`src/rtl/seg_scan_counter.sv`:
```
// Debounced two-button BCD event counter (0000-9999) time-multiplexed onto a nibble bus with active-low anodes.
// Latency: count updates DEB_CYCLES+3 cycles after a stable press; display outputs are registered one cycle behind index/count.
// Backpressure: none; button presses while en=0 are dropped, and the scan runs freely.
module seg_scan_counter #(
    parameter int SCAN_DIV   = 50000,
    parameter int DEB_CYCLES = 20
) (
    input  logic        clk,
    input  logic        rst_n,
    input  logic        btn_inc,
    input  logic        btn_clr,
    input  logic        en,
    output logic [3:0]  nibble,
    output logic [3:0]  digit_n,
    output logic        dp,
    output logic [15:0] count,
    output logic        ovf
);
    localparam int DW  = $clog2(DEB_CYCLES + 1);
    localparam int SDW = (SCAN_DIV > 1) ? $clog2(SCAN_DIV) : 1;

    // Index 0 is the increment button, index 1 is the clear button.
    logic [1:0]    sync1, sync2, stb, stb_d, hold;
    logic [1:0]    warm;
    logic [DW-1:0] dcnt [2];
    logic          inc_p, clr_p;

    always_ff @(posedge clk or negedge rst_n) begin
        if (!rst_n) begin
            sync1 <= '0;
            sync2 <= '0;
            stb   <= '0;
            stb_d <= '0;
            warm  <= '0;
            hold  <= 2'b11;
            for (int b = 0; b < 2; b++) dcnt[b] <= '0;
        end else begin
            sync1 <= {btn_clr, btn_inc};
            sync2 <= sync1;
            stb_d <= stb;
            warm  <= {warm[0], 1'b1};
            for (int b = 0; b < 2; b++) begin
                if (sync2[b] != stb[b]) begin
                    if (dcnt[b] == DW'(DEB_CYCLES)) begin
                        stb[b]  <= sync2[b];
                        dcnt[b] <= '0;
                    end else begin
                        dcnt[b] <= dcnt[b] + 1'b1;
                    end
                end else begin
                    dcnt[b] <= '0;
                end
                // A button held across reset stays muted until it is seen released.
                if (warm[1] && !sync2[b]) hold[b] <= 1'b0;
            end
        end
    end

    assign inc_p = stb[0] & ~stb_d[0] & ~hold[0];
    assign clr_p = stb[1] & ~stb_d[1] & ~hold[1];

    logic [15:0] count_q, count_nxt, inc_val;
    logic        ovf_q, ovf_nxt, wrap;

    always_comb begin
        inc_val = count_q;
        wrap    = 1'b1;
        for (int i = 0; i < 4; i++) begin
            if (wrap) begin
                if (count_q[i*4 +: 4] == 4'd9) begin
                    inc_val[i*4 +: 4] = 4'd0;
                end else begin
                    inc_val[i*4 +: 4] = count_q[i*4 +: 4] + 4'd1;
                    wrap = 1'b0;
                end
            end
        end
    end

    always_comb begin
        count_nxt = count_q;
        ovf_nxt   = 1'b0;
        if (clr_p) begin
            count_nxt = 16'h0000;
        end else if (inc_p && en) begin
            count_nxt = inc_val;
            ovf_nxt   = wrap;
        end
    end

    always_ff @(posedge clk or negedge rst_n) begin
        if (!rst_n) begin
            count_q <= 16'h0000;
            ovf_q   <= 1'b0;
        end else begin
            count_q <= count_nxt;
            ovf_q   <= ovf_nxt;
        end
    end

    logic [SDW-1:0] div;
    logic [1:0]     idx;
    logic [3:0]     dsel;
    logic           blank;

    always_ff @(posedge clk or negedge rst_n) begin
        if (!rst_n) begin
            div <= '0;
            idx <= 2'd0;
        end else if (div == SDW'(SCAN_DIV - 1)) begin
            div <= '0;
            idx <= idx + 2'd1;
        end else begin
            div <= div + 1'b1;
        end
    end

    // Blank a slot when its digit and every digit above it are zero; slot 0 always shows.
    assign dsel  = count_q[{idx, 2'b00} +: 4];
    assign blank = (idx != 2'd0) && ((count_q >> {idx, 2'b00}) == 16'h0000);

    always_ff @(posedge clk or negedge rst_n) begin
        if (!rst_n) begin
            digit_n <= 4'b1110;
            nibble  <= 4'h0;
            dp      <= 1'b1;
        end else begin
            digit_n <= blank ? 4'b1111 : ~(4'b0001 << idx);
            nibble  <= blank ? 4'h0 : dsel;
            dp      <= ~((idx == 2'd0) && !en);
        end
    end

    assign count = count_q;
    assign ovf   = ovf_q;
endmodule

```
`config.mk`:
```
export PLATFORM = sky130hd
export DESIGN_NAME = seg_scan_counter
export DESIGN_NICKNAME = d
export VERILOG_FILES = /design/src/rtl/seg_scan_counter.sv
export SDC_FILE = /design/constraint.sdc
export NUM_CORES = 1
export LEC_CHECK = 0
export ABC_AREA = 1
export BUFFER_PORTS_ARGS = -buffer_cell sky130_fd_sc_hd__buf_2
export CORE_AREA = 2 2 74 94
export DETAILED_ROUTE_END_ITERATION = 10
export DIE_AREA = 0 0 76 96
export PLACE_DENSITY = 0.71
export SYNTH_ARGS = -nofsm -noshare
export SYNTH_HDL_FRONTEND = slang
export SYNTH_SLANG_ARGS = --single-unit
```
`constraint.sdc`:
```
create_clock -name clk -period 1.35 [get_ports clk]
set_input_delay 0 -clock clk [delete_from_list [all_inputs] [get_ports clk]]
set_output_delay 0 -clock clk [all_outputs]
set_load 0.005 [all_outputs]
```
Word level (Yosys, flattened, before mapping)
Cells that the tools add are included.

word-level totals
  flip-flop bits (word level) = 66
  bits in latches = 0
  bits in writable memories = 0
  ROM bits = 0
  input bits = 5
  output and inout bits = 26
  word-level logic and storage cells = 95
  memories = 0

cells by class
  $add $sub $neg = 8
  $mul = 0
  divide/modulo/power cells = 0
  order comparisons = 0
  equality and inequality tests = 9
  shift operators = 3
  multiplexer cells = 25
  bitwise logic cells = 10
  reductions and logical operators = 20

operators with widths
  cell                                             count
  two-way mux 16 bit                               3
  two-way mux 4 bit                                9
  two-way mux 5 bit                                4
  adder 16 x 1 -> 16 bit, second input constant    1
  adder 4 x 1 -> 4 bit, second input constant      4
  equality test 16 bit, second input constant      1
  equality test 4 bit, second input constant       4
  zero test 16 bit                                 1
  indexed part select 16 x 5 -> 4 bit              1
  >> shifter 16 x 4 -> 16 bit                      1
  adder 5 x 1 -> 5 bit, second input constant      2
  equality test 5 bit, second input constant       2
  AND reduction 2 bit                              5
  nonzero test 2 bit                               5
  two-way mux 1 bit                                9
  logical AND 1 bit                                5
  NOT 1 bit                                        5
  AND 1 bit                                        4
  NOT 4 bit                                        1
  left shift 1 x 2 -> 4 bit, first input constant  1
  zero test 1 bit                                  3
  adder 2 x 1 -> 2 bit, second input constant      1
  zero test 2 bit                                  1
  inequality test 1 bit                            2

Depth between registers and ports, before layout
Gate-level depths: netlist of run 1.

  depth in word-level cells = 7
  gate-level depth with buffers = 9

Least setup slack after synthesis of run 1
Ideal clock, no wire load.

  path type = register to register
  start point = register div[0]
  end point = register idx[0]
  setup time = 0.125 ns
  arrival time = 1.215 ns
  data required time = 1.225 ns
  setup slack = 0.010 ns
  stages on the path, launching flop included = 8
  period minus slack after synthesis = 1.340 ns
  path through = dfrtp_1 ha_1 nand2_2 nor2_4 inv_2 nor2_4 nand2_4 xor2_1

between the ends
  longest elaborated chain between the ends = 1

RTL lines
  item                    line  source
  from (decl)             101   logic [SDW-1:0] div;
  from (signal assigned)  114   div <= div + 1'b1;
  equality test 16 bit    110   end else if (div == SDW'(SCAN_DIV - 1)) begin
  to (signal assigned)    112   idx <= idx + 2'd1;
  to (decl)               102   logic [1:0] idx;

Every way passes these cells.
A chain may end at the register's enable or synchronous reset.

Worst setup path in the final report of run 1
  start point = register count_q[4] (netlist: count[4])
  end point = register count_q[6] (netlist: count[6])

between the ends
  longest elaborated chain between the ends = 5
  elaborated cells between the ends (all ways) = 6
  those cells by class = add/sub (1); eq/ne (1); mux (4)

RTL lines
  item                                                                line    source
  from (decl)                                                         62      logic [15:0] count_q, count_nxt, inc_val;
  from (signal assigned)                                              96      count_q <= count_nxt;
  adder 4 x 1 -> 4 bit / equality test 4 bit (equally long branches)  73, 70
  two-way mux 4 bit *                                                 70      if (count_q[i*4 +: 4] == 4'd9) begin
  two-way mux 4 bit *                                                 69      if (wrap) begin
  two-way mux 16 bit *                                                85      end else if (inc_p && en) begin
  two-way mux 16 bit *                                                83      if (clr_p) begin

Mark *: on every way between the ends. The rest lies on a longest branch, timed or not. The select of a mux whose other input is x is not followed.

==> flow_summary.toml, run 1 <==
[clock_tree]
cts_buffers = 9
path_clk_slew_ns = 0.08
cts_tree = "built"
numClockSinks = 66
h-tree-depth = 3
clockBufferDepth = 2
root_buffer = "clkbuf_8"
clock_latency_ns = 0.34

[die]
initial_core_util_pct = 51.8
num_io_pins = 31
row_count = 33
die_x_um = 76
core-area_mm2 = 0.00640
die_area_mm2 = 0.00730
die_h_um = 96

[synth]
yosysWarnings = 0
ys_seq_area_share_pct = 50.0
syn_area_per_cell_um2 = 8.64
syn_area_mm2 = 0.00332
post-synth-top-area-cell = "dfrtp_1"
synthCells = 384
synth_top_area_share_pct = 45.2
synth.top_cells.by_area = "dfrtp_1 (45%), nand2_1 (7.9%), nand3_1 (7.1%)"
synth_seq_cells = 66
syn_nets = 406
ys_types = 33

[timing]
setup_viol = 0
finalCritPeriodShare_pct = 98.5
hold-worst-slack_ns = 0.183
slew_viol_final = 0
period_minus_slack_ns = 1.33
hold_viol = 0
max_freq_ghz = 0.752
setup_slack_ns = 0.0201
rsz0062_at_grt = "true"
finClkSkew_ns = 0.00680

[power_and_ir_drop]
seq_power_share_pct = 50.9
p_sw_share_pct = 21.3
p_leak_nw = 2.20
combPwrFrac_pct = 2.7
power.switching_uw = 845
p_per_area_mw_per_mm2 = 937
intPower_mw = 3.13
peakVddDrop_v = 0.000698
clkPwrFrac_pct = 46.4

[final_layout]
final_cells = 551
multi_input_area_mm2 = 0.00159
area_growth_pct = 27.9
fin_nets = 481
drive_gt1_share_pct = 29.5
regArea_mm2 = 0.00166
diodes = 0
fillCellCount = 514
utilization_pct = 66.3

[setup_path]
endpoint_kind = "flip-flop"
crit_chain = "buf_6, ha_2, or2_2, nand4_1, o21ai_0"
cp_max_fo = 3
path_buf_inv = 1
crit_required_ns = 1.57
slowest_delay_ns = 0.44
crit_arrival_ns = 1.55
startpoint_type = "flip-flop"
r2r_setup_slack_ns = 0.02
cpMaxStageDelayCell = "dfrtp_1"
cpLargestDelayFamily = "flip-flops"
crit_type = "reg2reg"

[grt]
overflow = 0
grt_max_degree = 67
grt_first_pass_wirelength_mm = 11.6
grt_pass1_vias = 2685
grt_antenna_before_repair = 0
grt.total_usage_pct = 20.2

[detailed_routing]
avgViaCountPerCell = 4.93
num_vias = 2715
drtPass1Iterations = 4
ant_nets = 0
route.detailed.drc = 0
drt_iter0_drc = 131
wire_per_inst_um = 12.9
wirelength_mm = 7.08

[placement]
numPortBuffers = 30
dp_slack_ns = -0.0828
hpwlAfterDp_mm = 4.84
dp_cells = 522
place.gp.congestion = 0.852

[run]
max_cap_viol_count = 0

[worst_hold_path]
hp-class = "in2async"

[status]
status = "finished, final reports clean"
## path summary, 6_finish.rpt
path | depth (start not counted) | from | end
min | 3 | rst_n | div[6]$_DFF_PN0_
max reg2reg | 5 | count[4]$_DFFE_PN0P_ | count[6]$_DFFE_PN0P_
max | 5 | count[4]$_DFFE_PN0P_ | count[6]$_DFFE_PN0P_
min in group clk | 2 | btn_clr | sync1[1]$_DFF_PN0_
min reg2reg | 0 | warm[0]$_DFF_PN0_ | warm[1]$_DFF_PN0_
max in group asynchronous | 3 | rst_n | hold[1]$_DFFE_PN1P_
## synthesized netlist by cell type (all sizes together)
| cell type | instances |
|---|---|
| nand2 | 76 |
| nor2 | 55 |
| mux2i | 1 |
| nor3 | 6 |
| o21bai | 1 |
| dfstp | 6 |
| xnor2 | 4 |
| inv | 53 |
| clkinv | 2 |
| buf | 2 |
| o21a | 2 |
| o21ai | 18 |
| a21oi | 8 |
| o22ai | 1 |
| or2 | 3 |
| conb | 1 |
| dfrtp | 60 |
| nand3 | 47 |
| a21boi | 1 |
| nand4 | 7 |
| ha | 17 |
| xor2 | 13 |
## placed cells by master, fill, tap and decap left out, types with 3 or more instances in the layout
master | Yosys | routed
nand2_1 | 70 | 64
dfrtp_1 | 60 | 58
inv_1 | 48 | 45
nand3_1 | 47 | 43
nor2_1 | 49 | 38
buf_2 | 1 | 30
buf_4 | 0 | 29
xor2_1 | 13 | 13
ha_1 | 17 | 12
nor2_2 | 2 | 10
o21ai_0 | 12 | 10
clkbuf_8 | 0 | 10
inv_2 | 5 | 8
a21oi_1 | 8 | 8
nand4_1 | 7 | 7
nand2_2 | 3 | 7
o21ai_1 | 5 | 7
nor2_4 | 3 | 6
dfstp_2 | 6 | 6
nand2_4 | 3 | 5
xnor2_1 | 4 | 4
nor3_1 | 6 | 4
dlygate4sd3_1 | 0 | 4
nand3_4 | 0 | 3
ha_2 | 0 | 3
## power groups by stage
stage / Sequential (mW) / Clock, mW / Combinational, mW
2_1_floorplan: 2.06 / 0 / 0.0390
3_3_place_gp: 2.06 / 0 / 0.102
4_1_cts: 2.02 / 1.88 / 0.113
6_report: 2.02 / 1.84 / 0.109
3_5_place_dp: 2.06 / 0 / 0.104
5_1_grt: 2.02 / 1.96 / 0.128
## logic make-up after synthesis
| family | count (synthesis) | synth area share [%] |
|---|---|---|
| AND/OR/NAND/NOR | 194 | 26.9 |
| flip-flops | 66 | 50.0 |
| buffers and inverters | 57 | 6.64 |
| AO/OA/AOI/OAI | 31 | 5.13 |
| adder cells (fa/ha/maj) | 17 | 6.41 |
| XOR/XNOR | 17 | 4.49 |
| other | 1 | 0.113 |
| multiplexers | 1 | 0.302 |
## flip-flops by register name, indices dropped and copies added (netlist names)
register,count
count,16
dcnt,10
digit_n,4
div,16
dp,1
hold,2
idx,2
nibble,4
ovf,1
stb,2
stb_d,2
sync1,2
sync2,2
warm,2
## per-layer routing
| metal | wire [um] | share of wire [%] | global-route usage (%) | vias to the layer above |
|---|---|---|---|---|
| li1 | - | - | - | 1374 |
| met1 | 3020 | 43 | 23.8 | 1275 |
| met2 | 3670 | 52 | 36.8 | 54 |
| met3 | 233 | 3.3 | 3.00 | 12 |
| met4 | 154 | 2.2 | 9.39 | 0 |
| met5 | 0 | 0 | 0 | - |
## area by class of cell
type	instances	share of cell area, %
sequential	66	39.2
multi-input combinational	261	37.5
timing repair buffer	66	10.6
inverter	55	4.98
clock buffer	11	3.33
tap	87	2.57
clock inverter	5	1.83
## through the flow
| stage | TNS, ns | instance area [um2] | power (mW) |
|---|---|---|---|
| 2_1_floorplan | 0 | 3320 | 2.09 |
| 3_3_place_gp | 0 | 3750 | 2.16 |
| 3_5_place_dp | -0.355 | 3750 | 2.16 |
| 4_1_cts | -0.0203 | 4030 | 4.02 |
| 5_1_grt | -0.593 | 4240 | 4.11 |
| 6_report | 0 | 4240 | 3.97 |
## what timing repair did
action | CTS | global route
endpoints found under the hold margin | 69 | 0
gates resized for setup | 2 | 45
setup buffers | 2 | 7
setup endpoints to repair | 10 | 33
hold buffers | 4 | 0
pin swaps | 3 | 17
## worst min-delay path: cells and delay by family
kind | cells | cell delay [ns]
buffers and inverters | 3 | 0.92
Power figures use the tool's default switching activity.
==> run 2: changes to the inputs <==
- CELL_PAD_IN_SITES_DETAIL_PLACEMENT: not set -> 1
- CELL_PAD_IN_SITES_GLOBAL_PLACEMENT: not set -> 2
- CORE_AREA: 2 2 74 94 -> 2 2 93 118
- DIE_AREA: 0 0 76 96 -> 0 0 95 120
- PLACE_DENSITY: 0.71 -> 0.72
==> flow_summary.toml, run 2 (synthesized netlist as in run 1, its figures left out) <==
[status]
status = "complete, but fails checks"
violations = "negative setup slack"

[timing]
hold-worst-slack_ns = 0.189
fin_setup_tns_ns = -0.0286
rsz0062_at_grt = "true"
setup_slack_ns = -0.0273
setup_viol = 2
hold_viol = 0
max_freq_ghz = 0.726
period_minus_slack_ns = 1.38
finalCritPeriodShare_pct = 102
finClkSkew_ns = 0.0112
slew_viol_final = 0

[final_layout]
drive_gt1_share_pct = 35.2
area_growth_pct = 38.8
fin_nets = 497
fillCellCount = 1226
diodes = 0
final_cell_mix = "nand2_1 (58), dfrtp_1 (58), inv_1 (44)"
multi_input_area_mm2 = 0.00166
regArea_mm2 = 0.00166
final_cells = 612

[clock_tree]
cts_tree = "built"
numClockSinks = 66
root_buffer = "clkbuf_16"
clockBufferDepth = 2
path_clk_slew_ns = 0.06
cts_buffers = 9
clock_latency_ns = 0.33
h-tree-depth = 3

[die]
initial_core_util_pct = 32.1
die_area_mm2 = 0.0114
num_io_pins = 31
die_x_um = 95
core-area_mm2 = 0.0104
row_count = 42
die_h_um = 120

[grt]
grt_antenna_before_repair = 0
grt_max_degree = 42
grt_first_pass_wirelength_mm = 14.0
grt.total_usage_pct = 16.0
grt_pass1_vias = 2956
overflow = 0

[detailed_routing]
route.detailed.drc = 0
drt_iter0_drc = 51
drtPass1Iterations = 4
wire_per_inst_um = 14.1
wirelength_mm = 8.65
ant_nets = 0
avgViaCountPerCell = 4.60
num_vias = 2813

[placement]
hpwlAfterDp_mm = 6.28
dp_slack_ns = -0.0768
numPortBuffers = 30
dp_cells = 579
place.gp.congestion = 0.761

[setup_path]
critPathLaunch = "div[1]$_DFF_PN0_"
cpMaxStageDelayCell = "dfrtp_1"
slowest_delay_ns = 0.35
crit_chain = "ha_2, nand2_2, nor2_4, inv_2, nor2_4, nand2_4, xor2_2"
endpoint_kind = "flip-flop"
crit_type = "reg2reg"
crit_required_ns = 1.56
cp_common_cell = "nor2_4"
crit_arrival_ns = 1.59
cp_max_fo = 8
path_buf_inv = 1
cpLargestDelayFamily = "simple AND/OR/NAND/NOR gates"
r2r-start = "div[1]$_DFF_PN0_"
startpoint_type = "flip-flop"

[power_and_ir_drop]
p_leak_nw = 2.37
p_per_area_mw_per_mm2 = 978
peakVddDrop_v = 0.000625

[run]
max_cap_viol_count = 0

[worst_hold_path]
hp-class = "in2async"
run 2: worst paths after layout:
path                       depth (start not counted)                   end  slack, ns
max                                                7    idx[0]$_DFFE_PN0N_      -0.03
min                                                3    sync1[0]$_DFF_PN0_       0.19
max reg2reg                                        7    idx[0]$_DFFE_PN0N_      -0.03
min reg2reg                                        0    sync2[1]$_DFF_PN0_       0.35
max in group asynchronous                          3  digit_n[3]$_DFF_PN1_       0.85
min in group clk                                   2    sync1[1]$_DFF_PN0_       0.31
run 2: what timing repair did:
item                                   4_1_cts  5_1_grt
gates cloned                                 0        0
setup endpoints to repair                   15       30
pin swaps                                    0       25
hold buffers                                 4        0
endpoints found under the hold margin       69        0
gates resized for setup                      6       63
buffers inserted                             0       13
run 2: metal layers:
layer	GRT usage [%]	up-vias	wire (um)
li1	-	1400	-
met1	18.9	1373	3640
met2	28.6	30	4690
met3	3.39	10	196
met4	4.89	0	121
met5	0	-	0
run 2: power breakdown:
part | total [mW] | switching, mW | internal, mW | leakage, nW
Sequential | 2.03 | 0.0193 | 2.01 | 0.838
Clock | 2.36 | 0.918 | 1.44 | 0.142
Combinational | 0.120 | 0.0727 | 0.0476 | 1.39
run 2: worst min-delay path, cell delays in order:
cell           delay [ns]
dlygate4sd3_1        0.52
buf_2                0.16
buf_12               0.19
run 2: final cells by class:
cell class / instances / share of cell area (%)
clock buffer: 9 / 4.89
multi-input combinational: 261 / 36.0
inverter: 55 / 4.65
tap: 132 / 3.59
clock inverter: 7 / 1.66
sequential: 66 / 36.1
timing repair buffer: 82 / 13.2
run 2: stage by stage:
stage | instance area (um2) | power, mW | utilization [%]
3_5_place_dp | 3930 | 2.18 | 37.9
4_1_cts | 4290 | 4.58 | 41.5
5_1_grt | 4600 | 4.69 | 44.5
2_1_floorplan | 3320 | 2.09 | -
3_3_place_gp | 3930 | 2.17 | 37.9
6_report | 4600 | 4.50 | 44.5
